===== config.mk =====
export PLATFORM = sky130hd
export DESIGN_NAME = ram_sp_param
export DESIGN_NICKNAME = d
export VERILOG_FILES = /design/src/rtl/ram_sp_param.sv
export SDC_FILE = /design/constraint.sdc
export NUM_CORES = 1
export LEC_CHECK = 0
export CAP_MARGIN = 20
export CORE_MARGIN = 2
export CORE_UTILIZATION = 36
export CTS_CLUSTER_SIZE = 25
export DETAILED_ROUTE_END_ITERATION = 7
export DONT_BUFFER_PORTS = 1
export PLACE_DENSITY = 0.57
export SKIP_LAST_GASP = 1
export SYNTH_ARGS = -nofsm -noshare
export SYNTH_HDL_FRONTEND = slang
export SYNTH_SLANG_ARGS = --single-unit
export TNS_END_PERCENT = 30

===== constraint.sdc =====
create_clock -name clk -period 2.65 [get_ports clk]
set_clock_uncertainty 0.15 [all_clocks]
set_input_delay 0.53 -clock clk [delete_from_list [all_inputs] [get_ports clk]]
set_output_delay 0.53 -clock clk [all_outputs]
set_load 0.03 [all_outputs]

===== src/rtl/ram_sp_param.sv =====
// Parametrised single-port RAM with byte enables,
// 1/2-cycle read latency and a zero-fill clear sequencer.
module ram_sp_param #(
  parameter int DW       = 32,
  parameter int DEPTH    = 32,
  parameter int AW       = $clog2(DEPTH),
  parameter int READ_LAT = 1
) (
  input  logic          clk,
  input  logic          rst_n,
  input  logic          cen,
  input  logic          wen,
  input  logic [DW/8-1:0] be,
  input  logic [AW-1:0] addr,
  input  logic [DW-1:0] din,
  input  logic          clr,
  output logic [DW-1:0] dout,
  output logic          dout_valid,
  output logic          busy,
  output logic          clr_done
);

  localparam int NB = DW / 8;

  typedef enum logic {
    IDLE,
    CLEAR
  } state_t;

  state_t          r_state;
  logic [AW-1:0]   r_ptr;
  logic            r_busy;
  logic            r_done;
  logic [DW-1:0]   r_mem [DEPTH];
  logic            r_v1;
  logic [DW-1:0]   r_d1;

  logic w_inr;
  logic w_acc;
  logic w_wr;
  logic w_rd;
  logic w_last;
  logic w_clr_wr;

  // Extra top bit keeps the bound check correct when DEPTH == 2**AW.
  assign w_inr    = ({1'b0, addr} < (AW+1)'(DEPTH));
  assign w_acc    = rst_n && (r_state == IDLE) && !clr && cen;
  assign w_wr     = w_acc && wen && w_inr;
  assign w_rd     = w_acc && !wen;
  assign w_last   = (r_ptr == AW'(DEPTH - 1));
  assign w_clr_wr = rst_n && (r_state == CLEAR);

  always_ff @(posedge clk or negedge rst_n) begin
    if (!rst_n) begin
      r_state <= IDLE;
      r_ptr   <= '0;
      r_busy  <= 1'b0;
      r_done  <= 1'b0;
    end else begin
      r_done <= 1'b0;
      unique case (r_state)
        IDLE: begin
          if (clr) begin
            r_state <= CLEAR;
            r_ptr   <= '0;
            r_busy  <= 1'b1;
          end
        end
        CLEAR: begin
          if (w_last) begin
            r_state <= IDLE;
            r_busy  <= 1'b0;
            r_done  <= 1'b1;
          end else begin
            r_ptr <= r_ptr + 1'b1;
          end
        end
      endcase
    end
  end

  // Array has no reset: contents survive rst_n.
  always_ff @(posedge clk) begin
    if (w_clr_wr) begin
      r_mem[r_ptr] <= '0;
    end else if (w_wr) begin
      for (int k = 0; k < NB; k++) begin
        if (be[k]) begin
          r_mem[addr][8*k +: 8] <= din[8*k +: 8];
        end
      end
    end
  end

  always_ff @(posedge clk or negedge rst_n) begin
    if (!rst_n) begin
      r_v1 <= 1'b0;
      r_d1 <= '0;
    end else begin
      r_v1 <= w_rd;
      r_d1 <= (w_rd && w_inr) ? r_mem[addr] : '0;
    end
  end

  generate
    if (READ_LAT == 2) begin : g_lat2
      logic          r_v2;
      logic [DW-1:0] r_d2;

      always_ff @(posedge clk or negedge rst_n) begin
        if (!rst_n) begin
          r_v2 <= 1'b0;
          r_d2 <= '0;
        end else begin
          r_v2 <= r_v1;
          r_d2 <= r_d1;
        end
      end

      assign dout       = r_d2;
      assign dout_valid = r_v2;
    end else begin : g_lat1
      assign dout       = r_d1;
      assign dout_valid = r_v1;
    end
  endgenerate

  assign busy     = r_busy;
  assign clr_done = r_done;

endmodule

# Word-level counts from Yosys, hierarchy flattened
# Memories as Yosys holds them, arrays and structs flattened.
# Cells that the tools add are included.
# W data, S select, Z words.
totals:
  register_bits: 41
  latchBits: 0
  mem_bits_rw: 1024
  romBits: 0
  inputBits: 46
  word_cells: 57
  mem_count: 1
classes:
  add_sub_neg: 1
  n_mul: 0
  div: 0
  n_lt_le_gt_ge: 0
  eq_ne: 4
  shifts: 0
  mux: 33
  bitwise: 1
  reduce_logical: 11
memory_table:
  columns: ["name", "depth", "word_bits", "read_ports", "rd_ports_with_merged_regs", "wr", "line", "text"]
  rows:
  - ["r_mem", 32, 32, 1, 0, 1, "34", "logic [DW-1:0] r_mem [DEPTH];"]
op_table:
  columns: ["operator", "n"]
  rows:
  - ["$mux W32", 2]
  - ["$reduce_or A32 Y1", 1]
  - ["$mux W1", 24]
  - ["$mux W5", 3]
  - ["$pmux W5 S2", 1]
  - ["$logic_and A1 B1 Y1", 6]
  - ["$add A5 B1 Y5 const B", 1]
  - ["$eq A5 B5 Y1 const B", 1]
  - ["$mux W4", 1]
  - ["$ne A2 B2 Y1 const B", 2]
  - ["$pmux W1 S2", 2]
  - ["$reduce_and A2 Y1", 2]
  - ["$logic_not A1 Y1", 2]
  - ["$ne A2 B1 Y1 const B", 1]
  - ["$not A1 Y1", 1]

# Logic depth before layout (Yosys ltp)
depth:
  ltp_word: 10
  depth_mapped: 10
  depth_no_buf: 7

# Least setup slack after synthesis
# Ideal clock, no wire load.
synth_path:
  path_type: "in2reg"
  startpoint: "in be[0]"
  endpoint: "mem r_mem[13][0], enable pin"
  setup_time_ps: 370
  arrival_time_ps: 2165
  t_required_ps: 2130
  setup_slack_ps: -35
  cell_stages: 5
  path_buffers: 1
  path_cell_list: "or4_1 -> a31oi_4 -> o21ai_2 -> clkbuf_1 -> nor2_1"
synth_between:
  elab_chain_len: 6
  elab_cells_between_ends: 7
  classes_between: "mux (6); reduce/logical (1)"
synth_lines:
  columns: ["item", "line", "text"]
  rows:
  - ["start, declared", "13", "input logic [DW/8-1:0] be,"]
  - ["$mux W1 *", "88", "if (be[k]) begin"]
  - ["$mux W1 *", "86", "end else if (w_wr) begin"]
  - ["$mux W1 *", "84", "if (w_clr_wr) begin"]
  - ["$mux W1 (not written as such) *", "89", "r_mem[addr][8*k +: 8] <= din[8*k +: 8];"]
  - ["$reduce_or A32 Y1 (no source line)", null, null]
  - ["$mux W5 (no source line) or $mux W4 (tied branches)", null, null]
  - ["end, declared", "34", null]
# Every way passes the cells marked *; elsewhere a longest branch is shown, timed or not.

# Worst setup path in the final report
layout_path:
  startpoint: "reg r_state"
  endpoint: "mem r_mem[16][15], enable pin"
layout_between:
  elab_chain_len: 10
  elab_cells_between_ends: 23
  classes_between: "mux (16); bitwise (1); reduce/logical (6)"
layout_lines:
  columns: ["item", "line", "text"]
  rows:
  - ["start, declared", "30", "state_t r_state;"]
  - ["start signal, assigned", "55", "r_state <= IDLE;"]
  - ["start signal, assigned", "64", "r_state <= CLEAR;"]
  - ["start signal, assigned", "71", "r_state <= IDLE;"]
  - ["$not A1 Y1", null, null]
  - ["$logic_and A1 B1 Y1 (3 in series)", "47", "assign w_acc = rst_n && (r_state == IDLE) && !clr && cen;"]
  - ["$logic_and A1 B1 Y1", "48", "assign w_wr = w_acc && wen && w_inr;"]
  - ["$mux W1", "86", null]
  - ["$mux W1", "84", null]
  - ["$mux W1 (not written as such)", "89", null]
  - ["$reduce_or A32 Y1 (no source line)", null, null]
  - ["$mux W5 (no source line) or $mux W4 (tied branches)", null, null]
# Several ways; a longest one is shown, not always the timed one.

==> results.py <==
metrics = {
    "setup_path": {
        "crit_path_start_kind": "flop",
        "r2r_cells": 7,
        "end_kind": "flop",
        "critPathRequiredTime_ns": 2.81,
        "worstReg2RegStart": "r_state$_DFF_PN0_",
        "critPathKind": "reg -> reg",
        "crit_top_cell": "buf_4",
        "worst_path_max_delay_cell": "nor2_1",
        "crit_path_max_fanout": 15,
        "cp_top_family": "simple AND/OR/NAND/NOR gates",
        "ff2ff_setup_slack_ns": -0.01,
        "crit_cells": 7,
        "worstReg2RegEnd": "r_mem[16][15]$_DFFE_PP_",
        "critPathMaxStageDelay_ns": 0.55,
        "path_buf_inv": 3,
        "arrival_ns": 2.82,
        "crit_chain": "buf_4 -> nand4bb_2 -> nor3_4 -> buf_12 -> mux2i_1 -> buf_4 -> nor2_1",
    },
    "die": {
        "ioPinCount": 81,
        "core_mm2": 0.1143,
        "die_h_um": 343.4,
        "die-area_mm2": 0.1179,
        "placementRows": 124,
        "initial_core_util_pct": 36.26,
        "fp.dieW_um": 343.4,
    },
    "power": {
        "power_density_mw_per_mm2": 796.4,
        "ir_drop_mv": 0.4858,
        "leakage_nw": 15.95,
    },
    "yosys": {
        "ys_ff_latch": 1065,
        "synth_common_cells": "edfxtp_1, mux4_2, nor2_1",
        "synth-compound-area-share_pct": 3.165,
        "synth_warnings": 0,
        "synthAdderAreaFrac_pct": 0.06035,
        "synth_fp_nets": 2030,
        "async_flop_share_pct": 3.850,
        "ys_seq_area_share_pct": 76.63,
        "ys_types": 42,
        "synth_top_area_cell": "edfxtp_1",
        "synth_enable_flop_cells": 1024,
        "yosys.area_share.simple_pct": 2.719,
        "synth_flop_cell": "edfxtp_1",
        "syn_avg_cell_area_um2": 20.92,
        "synth.area.mux_share_pct": 15.70,
        "synth_top_area_share_pct": 74.16,
        "synth_xor_area_share_pct": 0.06337,
        "synth_area_mm2": 0.04147,
        "synthTopCellsByArea": "edfxtp_1, mux4_2, mux2i_1",
        "synth_top_family_by_area": "multiplexers",
        "yosysMostFrequentCell": "edfxtp_1",
        "synthCells": 1982,
    },
    "clock_network": {
        "cts_made_buffers": 107,
        "clk_pin_slew_worst_paths_ns": 0.06,
        "clock-sinks": 1065,
        "clkLatencyLatePin_ns": 0.69,
        "cts_tree": "done",
        "clock_path_buffers": 3,
        "cts-root-buf": "clkbuf_16",
        "h-tree-depth": 3,
    },
    "timing": {
        "finalCritPeriodShare_pct": 100.4,
        "relSlewSlack_pct": 28.10,
        "holdWs_ns": 0.02972,
        "maxSlewViolCount": 0,
        "grt_setup_unrepaired": "true",
        "max_freq_ghz": 0.3759,
        "layout_min_cycle_time_ns": 2.660,
        "worstMarginPinSlew_ns": 1.076,
        "setup_ws_ns": -0.01041,
        "finalHoldViolations": 0,
        "setup_viol": 20,
    },
    "place": {
        "port_buffers": 0,
        "globalplace.congestion": 0.8274,
        "place_hpwl_um": 62510,
        "placed_area_mm2": 0.04451,
    },
    "detailed_routing": {
        "wirelength_um": 102100,
        "dr.pass1.iters": 5,
        "drt-wirelength-per-cell_um": 27.11,
        "drcViolationCount": 0,
        "vias": 20410,
        "drt_iter0_markers": 2382,
        "routed_via_density": 5.418,
        "ant_nets": 0,
    },
    "run_status": {
        "status": "finished with violations",
        "violations": "setup timing",
    },
    "layout": {
        "antennaDiodeCount": 0,
        "final_area_mm2": 0.04882,
        "area_growth_pct": 17.72,
        "fin_nets": 2211,
        "final_core_util_pct": 42.69,
        "drive_gt1_share_pct": 30.02,
        "fillers": 9742,
    },
    "grt": {
        "grt.total_usage_pct": 17.18,
        "grt_start_max_net_pins": 296,
        "grt.overflow.total": 0,
        "grt_pass1_wl_um": 147200,
        "antenna_found_initial": 2,
        "grt_pass1_vias": 20900,
    },
    "worst_hold_path": {
        "hp-start": "addr[3]",
        "worstHoldEndpoint": "dout[0]$_DFF_PN0_",
        "hp-class": "in -> reg",
        "hold_depth": 3,
    },
    "job": {
        "drv_cap": 0,
    },
}
[final cells by class]
type | instances | area, um^2 | area share [%]
inverter | 5 | 21.27 | 0.04357
multi-input combinational | 793 | 9469 | 19.40
timing repair buffer | 191 | 2042 | 4.183
clock buffer | 135 | 2884 | 5.908
clock inverter | 66 | 730.7 | 1.497
sequential | 1065 | 31780 | 65.10
tap | 1512 | 1892 | 3.875
[placed cells by master (no fill, tap or decap), drive strengths merged, types with 4 or more instances in the layout]
| master | synthesis | routed |
|---|---|---|
| clkinv | 0 | 43 |
| clkbuf | 57 | 135 |
| a21oi | 32 | 32 |
| dfrtp | 41 | 41 |
| nand2b | 11 | 11 |
| inv | 5 | 8 |
| bufinv | 0 | 13 |
| o21ai | 31 | 32 |
| clkinvlp | 0 | 7 |
| buf | 63 | 182 |
| o2111ai | 7 | 7 |
| and2 | 34 | 34 |
| dlygate4sd3 | 0 | 9 |
| a221oi | 57 | 57 |
| edfxtp | 1024 | 1024 |
| mux2i | 144 | 144 |
| nor3 | 13 | 13 |
| a32o | 4 | 4 |
| nor2 | 153 | 153 |
| nor4 | 4 | 4 |
| mux4 | 224 | 224 |
| a221o | 32 | 32 |
| nand2 | 21 | 21 |
[metal layers]
metal  GRT usage (%)  wire length, um  vias up
met1           24.42            43980    10840
met5               0                0        -
met2           26.82            47400      818
met3           4.084             8412      133
li1                -                -     8614
met4           4.212             2329        0
[registers in the layout, summed over array words and instances, names as in the netlist]
register    flops
dout           32
clr_done        1
dout_valid      1
busy            1
r_state         1
r_ptr           5
r_mem        1024
[worst min-delay path, stage by stage]
cell and delay, ns:
a221oi_1 0.04, o21ai_0 0.09, a21oi_1 0.11
[metrics by stage]
step | setup slack (ns) | setup TNS, ns | power (W) | instances
2_1_floorplan | -0.03513 | -11.24 | 0.02188 | 1982
3_3_place_gp | -0.3290 | -145.43 | 0.02316 | 3547
3_5_place_dp | -0.4476 | -181.88 | 0.02323 | 3547
4_1_cts | -0.1862 | -75.10 | 0.03869 | 3757
5_1_grt | -0.1076 | -22.05 | 0.04008 | 3767
6_report | -0.01041 | -0.08461 | 0.03888 | 3767
[power by group]
part           switching, W  total, W  internal [W]
registers          0.000372    0.0196        0.0192
logic               0.00235   0.00396       0.00161
clock network       0.00632    0.0153       0.00899
[cells by family after synthesis]
logic type / after synthesis
DFF: 1065
adders and majority gates: 2
muxes: 370
AOI/OAI and AO/OA: 169
and+or+nand+nor: 248
xor gates and xnor gates: 3
buffers and inverters: 125
[timing repair]
action / CTS / global route
setup endpoints to repair: 949 / 1020
gates cloned: 0 / 1
hold buffers: 9 / 1
setup buffers: 0 / 7
pin swaps: 0 / 3
resized for setup: 50 / 93
endpoints found under the hold margin: 61 / 1
[worst max-delay path by stage]
stage                            from                      end  slack (ns)
finish              r_state$_DFF_PN0_  r_mem[16][15]$_DFFE_PP_       -0.01
global route        r_state$_DFF_PN0_    r_mem[3][8]$_DFFE_PP_       -0.11
CTS                 r_state$_DFF_PN0_  r_mem[10][18]$_DFFE_PP_       -0.19
detailed placement  r_state$_DFF_PN0_   r_mem[14][7]$_DFFE_PP_       -0.45
global placement    r_state$_DFF_PN0_   r_mem[14][5]$_DFFE_PP_       -0.33
floorplan                       be[0]   r_mem[13][0]$_DFFE_PP_       -0.04
Power figures use the tool's default switching activity.
